### src/rtl/fall_event_fsm.sv
// Fall detector fed by a magnitude stream: recognises free-fall, then impact, then rest,
// and reports a confirmed fall as a one-cycle pulse plus a sticky flag.
module fall_event_fsm #(
    parameter logic [15:0] FF_THRESH      = 16'd64,
    parameter logic [15:0] IMPACT_THRESH  = 16'd640,
    parameter logic [15:0] REST_LOW       = 16'd200,
    parameter logic [15:0] REST_HIGH      = 16'd320,
    parameter int unsigned FF_MIN_SAMPLES = 4,
    parameter int unsigned IMPACT_WINDOW  = 8,
    parameter int unsigned REST_SAMPLES   = 16
) (
    input  logic        clk,
    input  logic        reset_n,
    input  logic        mag_valid,
    input  logic [15:0] magnitude,
    input  logic        clear,
    output logic        fall_pulse,
    output logic        fall_flag,
    output logic [15:0] peak_mag,
    output logic [2:0]  state_out
);

    typedef enum logic [2:0] {
        IDLE        = 3'd0,
        FREEFALL    = 3'd1,
        IMPACT_WAIT = 3'd2,
        REST_CHECK  = 3'd3,
        FALL        = 3'd4
    } state_t;

    localparam logic [7:0] FF_MIN  = 8'(FF_MIN_SAMPLES);
    localparam logic [7:0] WINDOW  = 8'(IMPACT_WINDOW);
    localparam logic [7:0] REST_N  = 8'(REST_SAMPLES);

    state_t     state;
    logic [7:0] cnt;
    logic [7:0] cnt_inc;
    logic       is_ff;
    logic       is_impact;
    logic       in_band;

    // Counter saturates so a very long free-fall never wraps back below the minimum.
    assign cnt_inc   = (cnt == 8'hFF) ? cnt : cnt + 8'd1;
    assign is_ff     = magnitude < FF_THRESH;
    assign is_impact = magnitude >= IMPACT_THRESH;
    assign in_band   = (magnitude >= REST_LOW) && (magnitude <= REST_HIGH);
    assign state_out = state;

    always_ff @(posedge clk or negedge reset_n) begin
        if (!reset_n) begin
            state      <= IDLE;
            cnt        <= 8'd0;
            fall_pulse <= 1'b0;
            fall_flag  <= 1'b0;
            peak_mag   <= 16'd0;
        end else begin
            fall_pulse <= 1'b0;
            if (clear) begin
                // Acknowledge wins over any sample arriving in the same cycle.
                state     <= IDLE;
                cnt       <= 8'd0;
                fall_flag <= 1'b0;
            end else if (mag_valid) begin
                case (state)
                    IDLE: begin
                        if (is_ff) begin
                            state <= FREEFALL;
                            cnt   <= 8'd1;
                        end
                    end
                    FREEFALL: begin
                        if (is_ff) begin
                            cnt <= cnt_inc;
                        end else if (cnt < FF_MIN) begin
                            state <= IDLE;
                            cnt   <= 8'd0;
                        end else if (is_impact) begin
                            // The sample ending free-fall is itself the first window sample.
                            state    <= REST_CHECK;
                            cnt      <= 8'd0;
                            peak_mag <= magnitude;
                        end else if (WINDOW <= 8'd1) begin
                            state <= IDLE;
                            cnt   <= 8'd0;
                        end else begin
                            state <= IMPACT_WAIT;
                            cnt   <= 8'd1;
                        end
                    end
                    IMPACT_WAIT: begin
                        if (is_impact) begin
                            state    <= REST_CHECK;
                            cnt      <= 8'd0;
                            peak_mag <= magnitude;
                        end else if (cnt_inc >= WINDOW) begin
                            state <= IDLE;
                            cnt   <= 8'd0;
                        end else begin
                            cnt <= cnt_inc;
                        end
                    end
                    REST_CHECK: begin
                        if (!in_band) begin
                            state <= IDLE;
                            cnt   <= 8'd0;
                        end else if (cnt_inc >= REST_N) begin
                            state      <= FALL;
                            cnt        <= cnt_inc;
                            fall_pulse <= 1'b1;
                            fall_flag  <= 1'b1;
                        end else begin
                            cnt <= cnt_inc;
                        end
                    end
                    FALL: begin
                        fall_flag <= 1'b1;
                    end
                    default: begin
                        state <= IDLE;
                        cnt   <= 8'd0;
                    end
                endcase
            end
        end
    end

endmodule

### config.mk
export PLATFORM = sky130hd
export DESIGN_NAME = fall_event_fsm
export DESIGN_NICKNAME = d
export VERILOG_FILES = /design/src/rtl/fall_event_fsm.sv
export SDC_FILE = /design/constraint.sdc
export NUM_CORES = 1
export LEC_CHECK = 0
export ABC_CLOCK_PERIOD_IN_PS = 2600
export BUFFER_PORTS_ARGS = -buffer_cell sky130_fd_sc_hd__clkbuf_2
export CAP_MARGIN = 20
export CORE_MARGIN = 4
export CORE_UTILIZATION = 40
export DETAILED_ROUTE_END_ITERATION = 12
export GPL_ROUTABILITY_DRIVEN = 0
export GPL_TIMING_DRIVEN = 0
export PLACE_DENSITY = 0.74
export SETUP_SLACK_MARGIN = 0.4
export SYNTH_ARGS = -nofsm -noshare
export SYNTH_HDL_FRONTEND = slang
export SYNTH_SLANG_ARGS = --single-unit
### constraint.sdc
create_clock -name clk -period 2.6 [get_ports clk]
set_input_delay 0.26 -clock clk [delete_from_list [all_inputs] [get_ports clk]]
set_output_delay 0.26 -clock clk [all_outputs]
set_load 0.01 [all_outputs]
==> metrics.txt <==
Root Buffer clkbuf_8; crit-path max FO 6; Max Fclk 476 MHz; Final Hold Fails 0; Final Critical Period 2100 ps; GR Util All Layers 17.1%; r2r worst-path depth 7; WP data required 2800 ps; Fill cells 405; Setup CP Type reg -> reg; status complete, no violations; NumNets Final 243; post-CTS setup buffer count 0; Post-synth top cells dfrtp_1 (29), mux2_2 (16), nor2_1 (13); post-synth cell types 43; RR Endpoint state_out[0]; # clock sinks 29; ys flop type dfrtp_1; Synth Instances 176; Initial Util 42.0%; Critical Path Sink state_out[0]; max_slew headroom 52.0%; Worst VDD drop 254 uV; R2R Path Start cnt[0]; synth top area cells dfrtp_1 (43%), mux2_2 (11%), o21ai_0 (2.9%); RSZ-0062 raised after global routing true; initial antenna violation count 0; vias in the first global route 1,530; Worst Hold Class in -> async; Sequential cell area 726 um2; Port Buf Inserts 39; row count 23; setup TNS 0 ps; Die Wd 73.3 um; DRT Wirelength 4100 um; Seq/Total Area, Yosys 42.6%; Overflow after GRT 0; Yosys top cell by area dfrtp_1; Post-Syn Nets 197; ys async rst share 100%; Startpoint Class flip-flop; most instantiated library cell after synthesis dfrtp_1; Post-synth EDFFs 0; measured slew at the worst slew-check pin 720 ps; Power Total 0.000912 W; Clk Latency, worst-skew pair 290 ps; Ports 41; Synth Area per Inst 9.69 um2; worst-case clock buffer depth 2; synth warn 0; setup violators final 0; Core ar. 4060 um2; area of the multi-input gates 942 um2; largest net degree at the start of global routing 30; CTS Hold Bufs 0; TritonCTS Buffers 5; max-cap violations 0; post-synthesis cell area 1710 um2; n_diodes 0; 1st-iter DRT viols 119; final period utilization 80.9%; post_cts resized 0; Die ar. 5370 um2; Worst setup startpoint cnt[0]; Worst setup EP type flip-flop; die height 73.3 um; CTS tree done; vias post-DR 1,550; Static Leak 0.985 nW; DRC viols 0; Synth top area share 42.6%; H-tree Lvls 2; post-DP HPWL 3080 um; number of iterations in the first detailed-routing pass 4; average wire per standard cell 15.0 um; share of cells above drive strength 1 37.7%; Via density 5.68; Worst-path clk slew 60 ps; Routed Antenna Nets 0; reg-to-reg slack, setup 500 ps; CP Data Arrival Time 2310 ps; worst clock skew 2.88 ps; Pwr Density 438 nW/um2; max-slew violation count 0; Area growth, synth to finish 22.2%; synthesized flop and latch total 29; first-pass GRT wire length 7090 um
-- power breakdown --
part	internal, W	leakage, nW	switching, W	total [W]
Combinational	0.0000170	0.526	0.0000309	0.0000478
Clock	0.000239	0.0542	0.000174	0.000413
Sequential	0.000452	0.405	0.000000121	0.000452
-- through the flow --
step / utilization [%] / setup slack, ps / cells / instance area, um2 / hold WS [ps]
6_report: 51.3 / 497 / 273 / 2080 / 16.9
3_3_place_gp: 48.4 / 500 / 265 / 1960 / 348
5_1_grt: 51.3 / 375 / 273 / 2080 / 87.4
2_1_floorplan: - / 706 / 176 / 1710 / -35.6
4_1_cts: 50.9 / 418 / 273 / 2060 / 44.7
3_5_place_dp: 48.4 / 438 / 265 / 1960 / 357
-- layout by cell type, fill, tap and decap left out, types with 2 or more instances in the layout --
cell type / n
nand2b_1: 3
or3_1: 2
nor2_1: 13
o31ai_1: 3
nand3_1: 8
clkbuf_1: 2
mux2_2: 16
nand4_1: 3
o21ai_1: 3
nor3_1: 7
nand4b_1: 2
and4_1: 3
nand2_1: 6
a31oi_1: 5
inv_1: 3
a211oi_2: 2
a21oi_1: 8
dfrtp_1: 29
a22oi_1: 3
and3_1: 5
a21o_1: 2
nor2b_1: 4
o21ai_0: 10
or2_2: 6
clkbuf_8: 7
o211ai_1: 2
buf_4: 3
clkbuf_2: 40
buf_2: 2
-- cell type report --
type	instances	area share, %
Tap cell	50	3.00
Clock inverter	1	0.240
Sequential cell	29	34.8
Inverter	3	0.541
Multi-Input combinational cell	136	45.2
Buffer	8	2.16
Clock buffer	7	4.62
Timing Repair Buffer	39	9.37
-- per-layer routing --
layer  share of wire [%]  track usage (%)  vias to the layer above
li1                    -                -                      759
met3                 4.6             3.56                        7
met1                  47             23.2                      750
met5                   0                0                        -
met2                  46             26.1                       34
met4                 2.2             7.85                        0
-- sequential cells by signal, summed over array words and instances (netlist names) --
register / count
peak_mag: 16
state_out: 3
cnt: 8
fall_pulse: 1
fall_flag: 1
-- worst max-delay path: stages (launching register included) --
cell and delay, ps:
dfrtp_1 420, ha_2 260, nand3_1 180, o211ai_1 210, a211o_1 190, a211oi_2 110
or4_1 480, a21oi_1 180
-- worst min path at each step --
| stage | from | endpoint |
|---|---|---|
| finish | reset_n | peak_mag[0] |
| detailed placement | reset_n | peak_mag[0] |
| global placement | reset_n | peak_mag[0] |
| floorplan | reset_n | cnt[0] |
| CTS | reset_n | peak_mag[1] |
| global route | reset_n | peak_mag[0] |
-- logic make-up after synthesis --
group,after synthesis,share of synthesized area [%]
AOI/OAI and AO/OA,50,19.3
xor gates and xnor gates,1,0.514
adders and majority gates,1,0.734
buffers and inverters,11,3.23
DFF,29,42.6
muxes,16,10.6
and+or+nand+nor,68,23.1
Note: power is estimated with default switching activity, not from simulation.
